--- src/rtl/pkt_send_scheduler_pkg.sv ---
// Shared definitions for the packet send scheduler: FSM state type and stats counter width.
package pkt_send_scheduler_pkg;

    typedef enum logic [1:0] {
        ST_IDLE      = 2'd0,
        ST_START     = 2'd1,
        ST_WAIT_DONE = 2'd2,
        ST_RELEASE   = 2'd3
    } sched_state_t;

    localparam int MISSED_W = 16;

endpackage

--- src/rtl/pkt_send_scheduler_rr_arbiter.sv ---
// Combinational round-robin arbiter: first set request at or after ptr (wrapping) wins, one-hot.
module rr_arbiter #(
    parameter int NREQ = 4
) (
    input  logic [NREQ-1:0]         req,
    input  logic [$clog2(NREQ)-1:0] ptr,
    output logic [NREQ-1:0]         winner
);

    int unsigned idx;
    logic        found;

    always_comb begin
        winner = '0;
        found  = 1'b0;
        idx    = 0;
        for (int unsigned k = 0; k < NREQ; k++) begin
            idx = (32'(ptr) + k) % NREQ;
            if (!found && req[idx]) begin
                winner[idx] = 1'b1;
                found       = 1'b1;
            end
        end
    end

endmodule

--- src/rtl/pkt_send_scheduler.sv ---
// Periodic send-slot scheduler with round-robin grant, transmitter handshake and watchdog.
// Define SCHED_STATS_EN to build the saturating missed-slot counter; otherwise missed_cnt reads 0.
module pkt_send_scheduler
    import pkt_send_scheduler_pkg::*;
#(
    parameter int NREQ    = 4,
    parameter int CNT_W   = 24,
    parameter int TMO_CYC = 100000
) (
    input  logic                clk,
    input  logic                rst,
    input  logic                enable,
    input  logic [CNT_W-1:0]    period,
    input  logic [NREQ-1:0]     req,
    output logic [NREQ-1:0]     gnt,
    output logic                tx_start,
    input  logic                tx_done,
    output logic                busy,
    output logic                slot_tick,
    output logic                timeout,
    output logic [MISSED_W-1:0] missed_cnt
);

    localparam int PTR_W = $clog2(NREQ);
    localparam int WD_W  = $clog2(TMO_CYC + 1);

    sched_state_t     state;
    logic [CNT_W-1:0] cnt;
    logic [PTR_W-1:0] ptr;
    logic [PTR_W-1:0] win_idx;
    logic [PTR_W-1:0] win_q;
    logic [NREQ-1:0]  winner;
    logic [WD_W-1:0]  wd;

    rr_arbiter #(.NREQ(NREQ)) u_arb (
        .req    (req),
        .ptr    (ptr),
        .winner (winner)
    );

    always_comb begin
        win_idx = '0;
        for (int unsigned i = 0; i < NREQ; i++) begin
            if (winner[i]) win_idx = PTR_W'(i);
        end
    end

    // '>=' lets a lowered period take effect on the very next cycle
    always_ff @(posedge clk) begin
        if (rst || !enable) begin
            cnt       <= '0;
            slot_tick <= 1'b0;
        end else if (cnt >= period) begin
            cnt       <= '0;
            slot_tick <= 1'b1;
        end else begin
            cnt       <= cnt + 1'b1;
            slot_tick <= 1'b0;
        end
    end

    always_ff @(posedge clk) begin
        if (rst) begin
            state    <= ST_IDLE;
            gnt      <= '0;
            tx_start <= 1'b0;
            timeout  <= 1'b0;
            busy     <= 1'b0;
            ptr      <= '0;
            win_q    <= '0;
            wd       <= '0;
        end else begin
            tx_start <= 1'b0;
            timeout  <= 1'b0;
            case (state)
                ST_IDLE: begin
                    if (slot_tick && |req) begin
                        state    <= ST_START;
                        gnt      <= winner;
                        win_q    <= win_idx;
                        tx_start <= 1'b1;
                        busy     <= 1'b1;
                    end
                end
                ST_START: begin
                    wd    <= '0;
                    state <= ST_WAIT_DONE;
                end
                ST_WAIT_DONE: begin
                    // done takes priority over a coincident watchdog expiry
                    if (tx_done) begin
                        state <= ST_RELEASE;
                        gnt   <= '0;
                    end else if (wd == WD_W'(TMO_CYC - 1)) begin
                        state   <= ST_RELEASE;
                        gnt     <= '0;
                        timeout <= 1'b1;
                    end else begin
                        wd <= wd + 1'b1;
                    end
                end
                ST_RELEASE: begin
                    ptr   <= (win_q == PTR_W'(NREQ - 1)) ? '0 : win_q + 1'b1;
                    state <= ST_IDLE;
                    busy  <= 1'b0;
                end
                default: state <= ST_IDLE;
            endcase
        end
    end

`ifdef SCHED_STATS_EN
    logic [MISSED_W-1:0] missed_q;

    always_ff @(posedge clk) begin
        if (rst) begin
            missed_q <= '0;
        end else if (slot_tick && busy && missed_q != '1) begin
            missed_q <= missed_q + 1'b1;
        end
    end

    assign missed_cnt = missed_q;
`else
    assign missed_cnt = '0;
`endif

endmodule

--- config.mk ---
export PLATFORM = sky130hd
export DESIGN_NAME = pkt_send_scheduler
export DESIGN_NICKNAME = d
export VERILOG_FILES = /design/src/rtl/pkt_send_scheduler_pkg.sv /design/src/rtl/pkt_send_scheduler_rr_arbiter.sv /design/src/rtl/pkt_send_scheduler.sv
export SDC_FILE = /design/constraint.sdc
export NUM_CORES = 1
export LEC_CHECK = 0
export CAP_MARGIN = 20
export CORE_MARGIN = 2
export CORE_UTILIZATION = 49
export CTS_CLUSTER_DIAMETER = 50
export CTS_CLUSTER_SIZE = 14
export DETAILED_ROUTE_END_ITERATION = 12
export HOLD_SLACK_MARGIN = 0.08
export MAX_ROUTING_LAYER = met4
export PLACE_DENSITY = 0.77
export SYNTH_ARGS = -nofsm -noshare
export SYNTH_HDL_FRONTEND = slang
export SYNTH_HIERARCHICAL = 1
export SYNTH_SLANG_ARGS = --single-unit
--- constraint.sdc ---
create_clock -name clk -period 2.2 [get_ports clk]
set_input_delay 0.22 -clock clk [delete_from_list [all_inputs] [get_ports clk]]
set_output_delay 0.22 -clock clk [all_outputs]
set_load 0.02 [all_outputs]
==> metrics, run 1 <==
via count=between 3000 and 4000; asr flop ratio synth=0%; ranking of synthesized cells by area=dfxtp_1 30%, ha_1 13%, xor2_1 5.3%; H-Tree Depth=2; register area share after synthesis=between 30% and 40%; routability cong.=about 0.81; clock latency on the worst-skew pair=just over 0.3 ns; final hold vios=0; RR Startpoint=ptr[0]; Least-Margin Pin Slew=around 0.52 ns; Startpoint Class=flip-flop; setup slack after layout=-0.0303 ns; Starting Density=between 50% and 60%; final worst path period share=101%; number of enable flip-flop cells after synthesis=0; DRC violation count after routing=0; Worst-path clk slew=~0.10 ns; max-slew violation count=0; Crit Path Max Fanout=6; Hold WC Path Type=reg2reg; Antenna Violating Nets Remaining=0; VDD IR max=0.239 mV; clk_skew=between 0.01 and 0.015 ns; static leakage power=~1.8 nW; CTS tree=yes; clock group share of total power=about 29%; PortBufs=39; initial antenna violation count=0; Rel. slew slack=65.2%; Tmin final=between 2 and 2.5 ns; Gate Count Post-Synth=around 420; switching power=about 0.59 mW; Reg-to-Reg End=gnt[3]; hold depth=2; internal power=approximately 1.5 mW; reg2reg setup slack=-0.03 ns; # hold bufs at CTS=0; Avg Inst Size Synth=between 8 and 9 um2; final wirelength=approximately 7600 um; Final nets=between 500 and 600; setup violators final=2; pwr/cell area=approximately 460 nW/um2; share of layout cells above drive strength 1=13.1%; Initial DRC Count=between 100 and 150; die area=8190 um2; Placed Area=approximately 4300 um2; Core Region=7250 um2; CTS Root Cell=clkbuf_8; IO Pins=56; Worst R2R Path Depth=11; Yosys reg bits=55; kind of critical path=reg2reg; # diodes=0; violated checks=setup timing; Place WS=-0.227 ns; gr usage total=approximately a fifth; dpl hpwl=6120 um; Setup crit end kind=flip-flop; hold path endpoint=gnt[1]; area grow syn2layout=20.9%; final design utilization=61.2%; Sw Ratio=slightly below 30%; Comb power frac=roughly a fifth; vias per cell=5.29; RSZ-0062 raised after global routing=yes; hold path startpoint=gnt[1]; Yosys top cell by area=dfxtp_1; Fmax=roughly 450 MHz; post-synth cell types=61; MaxCap Viol Count=0; CTS Buffer Depth=2; Reg power frac=about half; average wire per standard cell=between 10 and 15 um; Post-Syn Area=~3700 um2; # rows=31; vias in the first global route=3009; WP data arrival=2.47 ns; yosys warns=6; Die W=approximately 91 um; global-route wire length before repair=13500 um; Die Height=a little over 90 um; largest net degree at the start of global routing=25; most numerous cell in the Yosys netlist=dfxtp_1; GRT Residual Overflow=0; Crit path required time=approximately 2.4 ns; post-synth top area share=between 30% and 40%; status=complete, but fails checks; Tot Pwr=slightly above 2 mW; CTS Sinks=between 50 and 60; cell area after layout=4440 um2; drt pass-1 iters=4; Synth Flop Type=dfxtp_1; CTS Buf Count=5; most frequent cells after synthesis=55 x dfxtp_1, 38 x ha_1, 38 x inv_1, 29 x nor2_1, 26 x a21oi_1
[flip-flops by register name, indices dropped and copies added (netlist names)]
name and count:
gnt 4, busy 1, cnt 24, win_q 2, slot_tick 1, timeout 1, wd 17, tx_start 1
state 2, ptr 2
[worst max path at each step]
stage / start / end / cells past startpoint
5_1_grt: ptr[0] / gnt[2] / 9
4_1_cts: ptr[0] / win_q[1] / 10
6_report: ptr[0] / gnt[3] / 11
3_3_place_gp: req[3] / gnt[2] / 8
2_1_floorplan: ptr[0] / gnt[2] / 9
3_5_place_dp: req[3] / gnt[2] / 8
[layout make-up]
cell class	count	area, um2
clock inverters	1	8.76
flip-flops and latches	55	1110
inverters	38	145
fillers	623	2820
repair buffers	70	636
well taps	99	124
clock buffers	7	86.3
multi-input cells	317	2330
[stage by stage]
stage                     TNS [ns]  hold WS [ns]  instances
after floorplan                  0         0.439        437
after global placement       -1.89         0.463        575
after detailed placement     -3.58         0.480        575
after CTS                        0         0.494        585
after global routing        -0.607         0.514        587
final                      -0.0580         0.493        587
[worst max-delay path, stage by stage, from the launching register on]
cell,delay (ns)
dfxtp_4,0.41
inv_4,0.05
ha_4,0.26
mux4_2,0.33
buf_4,0.16
nor2_1,0.07
nand2_1,0.08
buf_4,0.15
o211ai_1,0.28
buf_4,0.17
nand3b_1,0.06
a21oi_1,0.13
[repair_timing]
action	CTS	global route
gates resized for setup	2	3
setup endpoints to repair	1	16
setup buffers	2	2
endpoints found under the hold margin	0	0
pin swaps	4	6
[logic make-up after synthesis]
logic type / count (synthesis) / synth area share (%)
AND/OR/NAND/NOR: 147 / 23.0
AO/OA/AOI/OAI: 79 / 14.7
buffers and inverters: 65 / 8.63
flip-flops: 55 / 30.0
adder cells (fa/ha/maj): 38 / 13.0
XOR/XNOR: 31 / 7.40
multiplexers: 6 / 3.21
other: 1 / 0.102
[routing by layer]
metal / track usage, % / share of wire (%)
met1: 23.5 / 45
met2: 35.9 / 51
met3: 3.34 / 2.9
met4: 4.62 / 1.0
met5: - / 0
[power by group through the flow]
| stage | clock (mW) | combinational [mW] | sequential [mW] |
|---|---|---|---|
| after floorplan | 0 | 0.290 | 1.05 |
| after global placement | 0 | 0.392 | 1.05 |
| after detailed placement | 0 | 0.415 | 1.05 |
| after CTS | 0.604 | 0.421 | 1.03 |
| after global routing | 0.646 | 0.481 | 1.03 |
| final | 0.586 | 0.428 | 1.03 |
[cells in the final DEF, fill, tap and decap left out, types with 2 or more instances in the layout]
| cell type | Yosys | routed |
|---|---|---|
| a211oi_1 | 3 | 2 |
| a21boi_0 | 2 | 2 |
| a21o_2 | 4 | 4 |
| a21oi_1 | 26 | 26 |
| and2b_1 | 2 | 2 |
| and3_1 | 7 | 7 |
| and4_1 | 2 | 2 |
| buf_4 | 16 | 30 |
| clkbuf_8 | 0 | 6 |
| clkdlybuf4s50_1 | 0 | 39 |
| conb_1 | 1 | 16 |
| dfxtp_1 | 55 | 53 |
| dfxtp_4 | 0 | 2 |
| ha_1 | 38 | 36 |
| inv_1 | 38 | 37 |
| mux2i_1 | 2 | 2 |
| mux4_1 | 2 | 2 |
| mux4_2 | 2 | 2 |
| nand2_1 | 22 | 22 |
| nand2b_1 | 6 | 6 |
| nand3_1 | 16 | 16 |
| nand3_2 | 2 | 2 |
| nand3b_1 | 3 | 3 |
| nand4_1 | 11 | 11 |
| nor2_1 | 29 | 29 |
| nor3_1 | 25 | 25 |
| nor4_1 | 3 | 3 |
| nor4_2 | 2 | 2 |
| nor4b_4 | 2 | 2 |
| o2111ai_1 | 3 | 3 |
| o211ai_1 | 9 | 9 |
| o21a_1 | 5 | 5 |
| o21ai_0 | 5 | 5 |
| o21ai_1 | 8 | 8 |
| o31ai_1 | 3 | 3 |
| or3_1 | 2 | 2 |
| or4_1 | 2 | 2 |
| xnor2_1 | 9 | 9 |
| xor2_1 | 22 | 22 |
Power figures use the tool's default switching activity.
==> run 2, diff against run 1 <==
SKIP_LAST_GASP = 1   (was not set)
==> results of run 2 <==
Final layout, timing and power as in run 1 (identical DEF).
Main changes from that run: number of gates resized after CTS 2 -> 1
